<file path="src/rtl/shift_add_mult_ctrl_if.sv">
// Operand/result handshake bundle for the shift-and-add multiplier controller.
// The operand source and result sink use the master side; the controller uses the slave side.
interface shift_add_mult_ctrl_if #(
   parameter int unsigned WIDTH = 32
);
   logic               in_valid;
   logic               in_ready;
   logic [WIDTH-1:0]   in_a;
   logic [WIDTH-1:0]   in_b;
   logic               out_valid;
   logic               out_ready;
   logic [2*WIDTH-1:0] out_product;

   modport master (
      output in_valid, in_a, in_b, out_ready,
      input  in_ready, out_valid, out_product
   );

   modport slave (
      input  in_valid, in_a, in_b, out_ready,
      output in_ready, out_valid, out_product
   );
endinterface

</file>
<file path="src/rtl/shift_add_mult_ctrl.sv">
// Sequential unsigned multiplier: one shift-and-add iteration per clock through a shared
// external WIDTH-bit adder, producing a 2*WIDTH-bit product after WIDTH iterations.
module shift_add_mult_ctrl #(
   parameter int unsigned WIDTH = 32,
   parameter int unsigned CNT_W = 6
) (
   input  logic                 clk,
   input  logic                 rst,
   shift_add_mult_ctrl_if.slave bus,
   output logic                 busy,
   output logic [WIDTH-1:0]     add_a,
   output logic [WIDTH-1:0]     add_b,
   output logic                 add_cin,
   input  logic [WIDTH-1:0]     add_sum,
   input  logic                 add_cout
);

   typedef enum logic [1:0] {StIdle, StRun, StDone} state_e;

   state_e           state_q, state_d;
   logic [WIDTH-1:0] mcand_q, hi_q, lo_q;
   logic [CNT_W-1:0] cnt_q;
   logic             last_iter;

   assign last_iter = (cnt_q == CNT_W'(WIDTH - 1));

   always_ff @(posedge clk) begin
      if (rst) begin
         state_q <= StIdle;
      end else begin
         state_q <= state_d;
      end
   end

   always_comb begin
      state_d = state_q;
      unique case (state_q)
         StIdle:  if (bus.in_valid) state_d = StRun;
         StRun:   if (last_iter) state_d = StDone;
         StDone:  if (bus.out_ready) state_d = StIdle;
         default: state_d = StIdle;
      endcase
   end

   always_comb begin
      bus.in_ready    = (state_q == StIdle);
      bus.out_valid   = (state_q == StDone);
      busy            = (state_q != StIdle);
      bus.out_product = {hi_q, lo_q};
      add_cin         = 1'b0;
      add_a           = '0;
      add_b           = '0;
      if (state_q == StRun) begin
         add_a = hi_q;
         add_b = lo_q[0] ? mcand_q : '0;
      end
   end

   // The adder carry-out lands in hi's MSB, so no product bit is ever dropped.
   always_ff @(posedge clk) begin
      if (rst) begin
         mcand_q <= '0;
         hi_q    <= '0;
         lo_q    <= '0;
         cnt_q   <= '0;
      end else begin
         unique case (state_q)
            StIdle: begin
               if (bus.in_valid) begin
                  mcand_q <= bus.in_a;
                  hi_q    <= '0;
                  lo_q    <= bus.in_b;
                  cnt_q   <= '0;
               end
            end
            StRun: begin
               {hi_q, lo_q} <= {add_cout, add_sum, lo_q[WIDTH-1:1]};
               cnt_q        <= cnt_q + 1'b1;
            end
            default: ;
         endcase
      end
   end

endmodule

</file>
<file path="src/flat_wrapper.sv">
// flat-port wrapper written by rule: the top's interface ports become plain ports
module shift_add_mult_ctrl_flat 
#(
   parameter int unsigned WIDTH = 32,
   parameter int unsigned CNT_W = 6
)
  (clk, rst, busy, add_a, add_b, add_cin, add_sum, add_cout, bus_in_valid, bus_in_a, bus_in_b, bus_out_ready, bus_in_ready, bus_out_valid, bus_out_product);
  shift_add_mult_ctrl_if #(.WIDTH(WIDTH)) bus_i ();
  input  logic clk;
  input  logic rst;
  output logic busy;
  output logic [WIDTH-1:0] add_a;
  output logic [WIDTH-1:0] add_b;
  output logic add_cin;
  input  logic [WIDTH-1:0] add_sum;
  input  logic add_cout;
  input wire logic [$bits(bus_i.in_valid)-1:0] bus_in_valid;
  input wire logic [$bits(bus_i.in_a)-1:0] bus_in_a;
  input wire logic [$bits(bus_i.in_b)-1:0] bus_in_b;
  input wire logic [$bits(bus_i.out_ready)-1:0] bus_out_ready;
  output wire logic [$bits(bus_i.in_ready)-1:0] bus_in_ready;
  output wire logic [$bits(bus_i.out_valid)-1:0] bus_out_valid;
  output wire logic [$bits(bus_i.out_product)-1:0] bus_out_product;
  assign bus_i.in_valid = bus_in_valid;
  assign bus_i.in_a = bus_in_a;
  assign bus_i.in_b = bus_in_b;
  assign bus_i.out_ready = bus_out_ready;
  assign bus_in_ready = bus_i.in_ready;
  assign bus_out_valid = bus_i.out_valid;
  assign bus_out_product = bus_i.out_product;
  shift_add_mult_ctrl #(.WIDTH(WIDTH), .CNT_W(CNT_W)) u_core (.clk(clk), .rst(rst), .bus(bus_i), .busy(busy), .add_a(add_a), .add_b(add_b), .add_cin(add_cin), .add_sum(add_sum), .add_cout(add_cout));
endmodule
</file>
<file path="config.mk">
export PLATFORM = sky130hd
export DESIGN_NAME = shift_add_mult_ctrl_flat
export DESIGN_NICKNAME = d
export VERILOG_FILES = /design/src/rtl/shift_add_mult_ctrl_if.sv /design/src/rtl/shift_add_mult_ctrl.sv /design/src/flat_wrapper.sv
export SDC_FILE = /design/constraint.sdc
export NUM_CORES = 1
export LEC_CHECK = 0
export CORE_UTILIZATION = 38
export DETAILED_ROUTE_END_ITERATION = 8
export GPL_TIMING_DRIVEN = 0
export PLACE_DENSITY = 0.81
export SLEW_MARGIN = 5
export SYNTH_ARGS = -nofsm -noshare
export SYNTH_HDL_FRONTEND = slang
export SYNTH_SLANG_ARGS = --single-unit
</file>
<file path="constraint.sdc">
create_clock -name clk -period 1.7 [get_ports clk]
set_input_delay 0.34 -clock clk [delete_from_list [all_inputs] [get_ports clk]]
set_output_delay 0.34 -clock clk [all_outputs]
set_load 0.1 [all_outputs]
</file>
==> flow_metrics.tcl, run 1 <==
set metrics [dict create \
    cts_buffers 9 \
    hp-start "u_core.mcand_q[29]" \
    grt_max_degree 16 \
    grt_pass1_vias 4947 \
    p_leak_nw 3.393 \
    synthCells 577 \
    gp_congestion 0.8467 \
    antenna_left 0 \
    status "complete, but fails checks" \
    netlist.area_leader.share 0.4677 \
    setup_ws_ps -263.4 \
    synth_area_leaders "dfxtp_1, nand2_1, a21oi_1, nor2_1, and3_1" \
    place_area_um2 7204 \
    ys_ff_latch 104 \
    hold_viol 0 \
    drtPass1Iterations 5 \
    grt_util_all_layers 0.2609 \
    fin_crit_ps 1963 \
    grt_pass1_wl_um 24140 \
    endpoint_kind "primary output" \
    hpwl_um 11200 \
    die_w_um 110.2 \
    io_pins 233 \
    drt_iter0_drc 307 \
    clkLatencyLatePin_ps 340 \
    rsz0062_at_grt "yes" \
    critPathLaunchType "flip-flop" \
    arrival_ps 1620 \
    dp_cells 950 \
    port_buffers 230 \
    syn_area_um2 4452 \
    holdPathEnd "u_core.mcand_q[29]" \
    via_count 5128 \
    min_path_type "flip-flop to flip-flop" \
    syn2layout_area_growth_pct 92.50 \
    cellPowerDensity_nw_per_um2 830.2 \
    yosysTopAreaCell "dfxtp_1" \
    grt-ovfl-total 0 \
    failed_checks "setup timing" \
    clock_path_buffers 2 \
    ys.flop_type "dfxtp_1" \
    cts_tree "yes" \
    grt_antenna_before_repair 0 \
    nNetsFinal 937 \
    worstSetupPathType "flip-flop to primary output" \
    fill_cells 785 \
    ys_types 36 \
    cp_data_required_time_ps 1360 \
    final_common_cell "clkdlybuf4s50_1" \
    yosysSeqAreaShare 0.4677 \
    critPathMaxFanout 10 \
    core_um2 11420 \
    routedWlPerCell_um 16.70 \
    rows 39 \
    cts.sinks 104 \
    synth_edf_count 0 \
    final_cells 982 \
    fmax_ghz 0.5093 \
    drive_gt1_frac 0.3766 \
    drv_slew 0 \
    floorplan.initialDensity 0.3899 \
    syn_avg_cell_area_um2 7.715 \
    n_antenna_cell 0 \
    r2r_end "u_core.mcand_q[10]" \
    via_per_inst 5.222 \
    layout_common_cells "clkdlybuf4s50_1, nand2_1, nor2_1" \
    cts_max_level 3 \
    stdcell_area_um2 8569 \
    ys.warnings.count 0 \
    drc 0 \
    async_flop_share 0 \
    slew_headroom 0.6033 \
    hold_path_depth 2 \
    worstMarginPinSlew_ps 595.0 \
    hold_buffers 0 \
    finalClockSkew_ps 4.182 \
    setup_violations 65 \
    die_area_um2 12150 \
    reg2reg_setup_slack_ps 70 \
    path_clk_slew_ps 70 \
    r2r_cells 7 \
    fin_crit_sh 1.155 \
    r2r-start "u_core.state_q[1]" \
    worst_ir_drop_vdd_uv 637.3 \
    max-cap-violations 0 \
    wl_um 16400 \
    syn_nets 679 \
    cts-root-buf "clkbuf_16" \
    die_h_um 110.2 \
]
-- flip-flops by register name, indices dropped and copies added, names as in the netlist --
signal and count:
u_core.hi_q 32, u_core.lo_q 32, u_core.mcand_q 32, u_core.cnt_q 6, u_core.state_q 2
-- kinds of logic (layout without fill, tap and decap cells) --
group | count (synthesis) | count (layout) | share of synthesized area
AOI/OAI and AO/OA | 78 | 78 | 0.09528
adders and majority gates | 1 | 1 | 0.002810
buffers and inverters | 56 | 318 | 0.06408
DFF | 104 | 104 | 0.4677
muxes | 3 | 3 | 0.007588
other | 1 | 1 | 0.0008424
and+or+nand+nor | 334 | 334 | 0.3617
-- timing repair --
action	in CTS	in global routing
setup endpoints to repair	131	138
buffers inserted	9	7
gates resized for setup	831	17
pin swaps	13	8
gates cloned	1	3
-- report_power, final --
group	leakage, nW	internal (mW)	total [mW]	switching (mW)
Clock	0.141	1.06	1.94	0.886
Combinational	2.38	0.794	2.42	1.63
Sequential	0.871	2.62	2.75	0.134
-- worst max-delay path, cell delays in order (launching register included) --
cell and delay (ps):
dfxtp_2 340, nor2b_4 240, buf_12 170, clkbuf_8 170
and2_4 180, buf_12 170
-- cell type report --
| cell class | instances | area [um2] | share of cell area |
|---|---|---|---|
| multi-input cells | 417 | 2344 | 0.2735 |
| inverters | 3 | 15.01 | 0.001752 |
| well taps | 143 | 178.9 | 0.02088 |
| clock buffers | 11 | 252.7 | 0.02949 |
| plain buffers | 50 | 374.1 | 0.04366 |
| flip-flops and latches | 104 | 2128 | 0.2484 |
| repair buffers | 250 | 3257 | 0.3801 |
| clock inverters | 4 | 20.02 | 0.002336 |
-- stage by stage --
stage / hold slack, ps / setup TNS [ps] / utilization / worst slack (ps) / power, mW
detailed placement: 445.9 / -103880 / 0.6309 / -1198 / 5.026
finish: 456.0 / -14240 / 0.7505 / -263.4 / 7.114
global placement: 437.0 / -102870 / 0.6309 / -1178 / 4.990
floorplan: 431.6 / -134.5 / - / -123.8 / 4.340
CTS: 457.4 / -16210 / 0.7416 / -291.9 / 7.073
global route: 479.1 / -17810 / 0.7505 / -313.9 / 7.373
-- synth_stat cells, types with 3 or more instances --
cell,instances
nor4_1,27
nand3_1,35
a21oi_1,71
mux2_2,3
buf_1,3
nor2_1,88
buf_2,21
clkbuf_1,22
and3_1,33
nand2b_1,4
nand2_1,97
and2_1,32
buf_6,6
dfxtp_1,104
inv_1,3
-- worst max path at each step --
stage,slack [ps],from,depth (start not counted),to
6_report,-260,u_core.state_q[0],5,add_a[17]
5_1_grt,-310,u_core.state_q[0],5,add_a[17]
4_1_cts,-290,u_core.state_q[1],6,add_b[12]
3_5_place_dp,-1200,u_core.state_q[1],6,add_b[16]
3_3_place_gp,-1180,u_core.state_q[1],6,add_b[11]
2_1_floorplan,-120,u_core.state_q[1],5,add_b[10]
-- per-layer routing --
metal | track usage | wire length (um)
met5 | 0 | 0
met4 | 0.1090 | 442
met3 | 0.06526 | 1191
met2 | 0.4768 | 8434
met1 | 0.2861 | 6331
Power figures use the tool's default switching activity.
==> inputs of run 2 (changes only) <==
MAX_ROUTING_LAYER = met4   (was unset)
RECOVER_POWER = 25   (was unset)
==> flow_metrics.tcl, run 2 (synthesized netlist as in run 1, its figures left out) <==
set metrics [dict create \
    status "complete, but fails checks" \
    failed_checks "setup timing" \
    syn2layout_area_growth_pct 92.50 \
    fin_util 0.7505 \
    fin_crit_sh 1.149 \
    grt_pass1_wl_um 24120 \
    r2r-start "u_core.state_q[1]" \
    reg2reg_setup_slack_ps 70 \
    antenna_left 0 \
    final_common_cell "clkdlybuf4s50_1" \
    p_leak_nw 3.393 \
    r2r_cells 7 \
    cp_data_required_time_ps 1360 \
    cpMaxStageDelayCell "dfxtp_2" \
    worstMarginPinSlew_ps 626.1 \
    hp-start "u_core.mcand_q[29]" \
    wl_um 16420 \
    holdPathEnd "u_core.mcand_q[29]" \
    reg.largest.list "u_core.hi_q x32, u_core.lo_q x32, u_core.mcand_q x32" \
    setup_violations 65 \
    critPathMaxFanout 10 \
    port_buffers 230 \
    min_path_type "flip-flop to flip-flop" \
    drive_gt1_frac 0.3766 \
    hold_viol 0 \
    drt_iter0_drc 326 \
    hold_buffers 0 \
    io_pins 233 \
    via_count 5132 \
    whs_ps 455.9 \
    n_antenna_cell 0 \
    cellPowerDensity_nw_per_um2 830.1 \
    routedWlPerCell_um 16.72 \
    worstSetupPathType "flip-flop to primary output" \
    die_area_um2 12150 \
    critPathLaunchType "flip-flop" \
    fin_total_pwr_mw 7.113 \
    slowest_delay_ps 340 \
    cts.sinks 104 \
    fmax_ghz 0.5119 \
    fin_crit_ps 1953 \
    worst_path_most_repeated_cell "buf_12" \
    cts_buffers 9 \
    worst_ir_drop_vdd_uv 641.7 \
    grt-ovfl-total 0 \
    cts_max_level 3 \
    path_clk_slew_ps 70 \
    layout_common_cells "clkdlybuf4s50_1, nand2_1, nor2_1" \
    floorplan.initialDensity 0.3899 \
    core_um2 11420 \
    max-cap-violations 0 \
    setup_tns_ps -13460 \
    grt_max_degree 16 \
    rows 39 \
    hpwl_um 11200 \
    grt_antenna_before_repair 0 \
    via_per_inst 5.226 \
    drv_slew 0 \
    finalClockSkew_ps 5.099 \
    r2r_end "u_core.mcand_q[10]" \
    die_h_um 110.2 \
    grt_util_all_layers 0.2678 \
    drtPass1Iterations 5 \
    cts-root-buf "clkbuf_16" \
    gp_congestion 0.8599 \
    arrival_ps 1610 \
    clkLatencyLatePin_ps 340 \
    setup_ws_ps -253.4 \
    drc 0 \
    clock_path_buffers 2 \
    die_w_um 110.2 \
    slew_headroom 0.5826 \
    crit_chain "nor2b_4 -> buf_12 -> clkbuf_8 -> and2_4 -> buf_12" \
    endpoint_kind "primary output" \
    grt_pass1_vias 4946 \
    rsz0062_at_grt "yes" \
    nNetsFinal 937 \
    cts_tree "yes" \
    hold_path_depth 2 \
]
[run 2: cell counts in the layout (fill, tap and decap cells not counted)]
Identical to the previous run, type by type.
[run 2: worst max path at each step]
stage	from	end	slack, ps	cells after the start
after global routing	u_core.state_q[0]	add_a[17]	-310	5
after CTS	u_core.state_q[1]	add_b[12]	-290	6
after detailed placement	u_core.state_q[1]	add_b[16]	-1200	6
after floorplan	u_core.state_q[1]	add_b[10]	-120	5
after global placement	u_core.state_q[1]	add_b[11]	-1180	6
final	u_core.state_q[0]	add_a[17]	-250	5
[run 2: cell type report]
class / count / area [um2]
plain buffers: 50 / 374.1
clock buffers: 11 / 252.7
clock inverters: 4 / 20.02
fillers: 785 / 2849
inverters: 3 / 15.01
multi-input cells: 417 / 2344
flip-flops and latches: 104 / 2128
well taps: 143 / 178.9
repair buffers: 250 / 3257
[run 2: metal layers]
layer / vias to the layer above / track usage / part of all wire
met5: - / - / 0
met4: 0 / 0.1259 / 0.026
met3: 32 / 0.04409 / 0.062
met2: 235 / 0.4763 / 0.52
met1: 2421 / 0.2913 / 0.39
li1: 2444 / - / -
[run 2: power breakdown]
| part | internal [mW] | switching, mW | total [mW] |
|---|---|---|---|
| clock network | 1.06 | 0.886 | 1.94 |
| logic | 0.794 | 1.63 | 2.42 |
| registers | 2.62 | 0.132 | 2.75 |
| total | 4.47 | 2.65 | 7.11 |
[run 2: critical path: cells and delay by family, from the launching register on]
kind	cells	cell delay (ps)
DFF	1	340
and+or+nand+nor	2	420
buffers and inverters	3	510
[run 2: repair_timing]
action,CTS,global route
pin swaps,13,8
resized for setup,831,17
setup buffers,9,7
setup endpoints to repair,131,138
gates cloned,1,3
[run 2: metrics by stage]
| stage | cells | area, um2 | worst slack (ps) |
|---|---|---|---|
| 3_5_place_dp | 950 | 7204 | -1198 |
| 6_report | 982 | 8569 | -253.4 |
| 2_1_floorplan | 577 | 4723 | -123.8 |
| 3_3_place_gp | 950 | 7204 | -1178 |
| 5_1_grt | 982 | 8569 | -307.6 |
| 4_1_cts | 975 | 8468 | -291.9 |
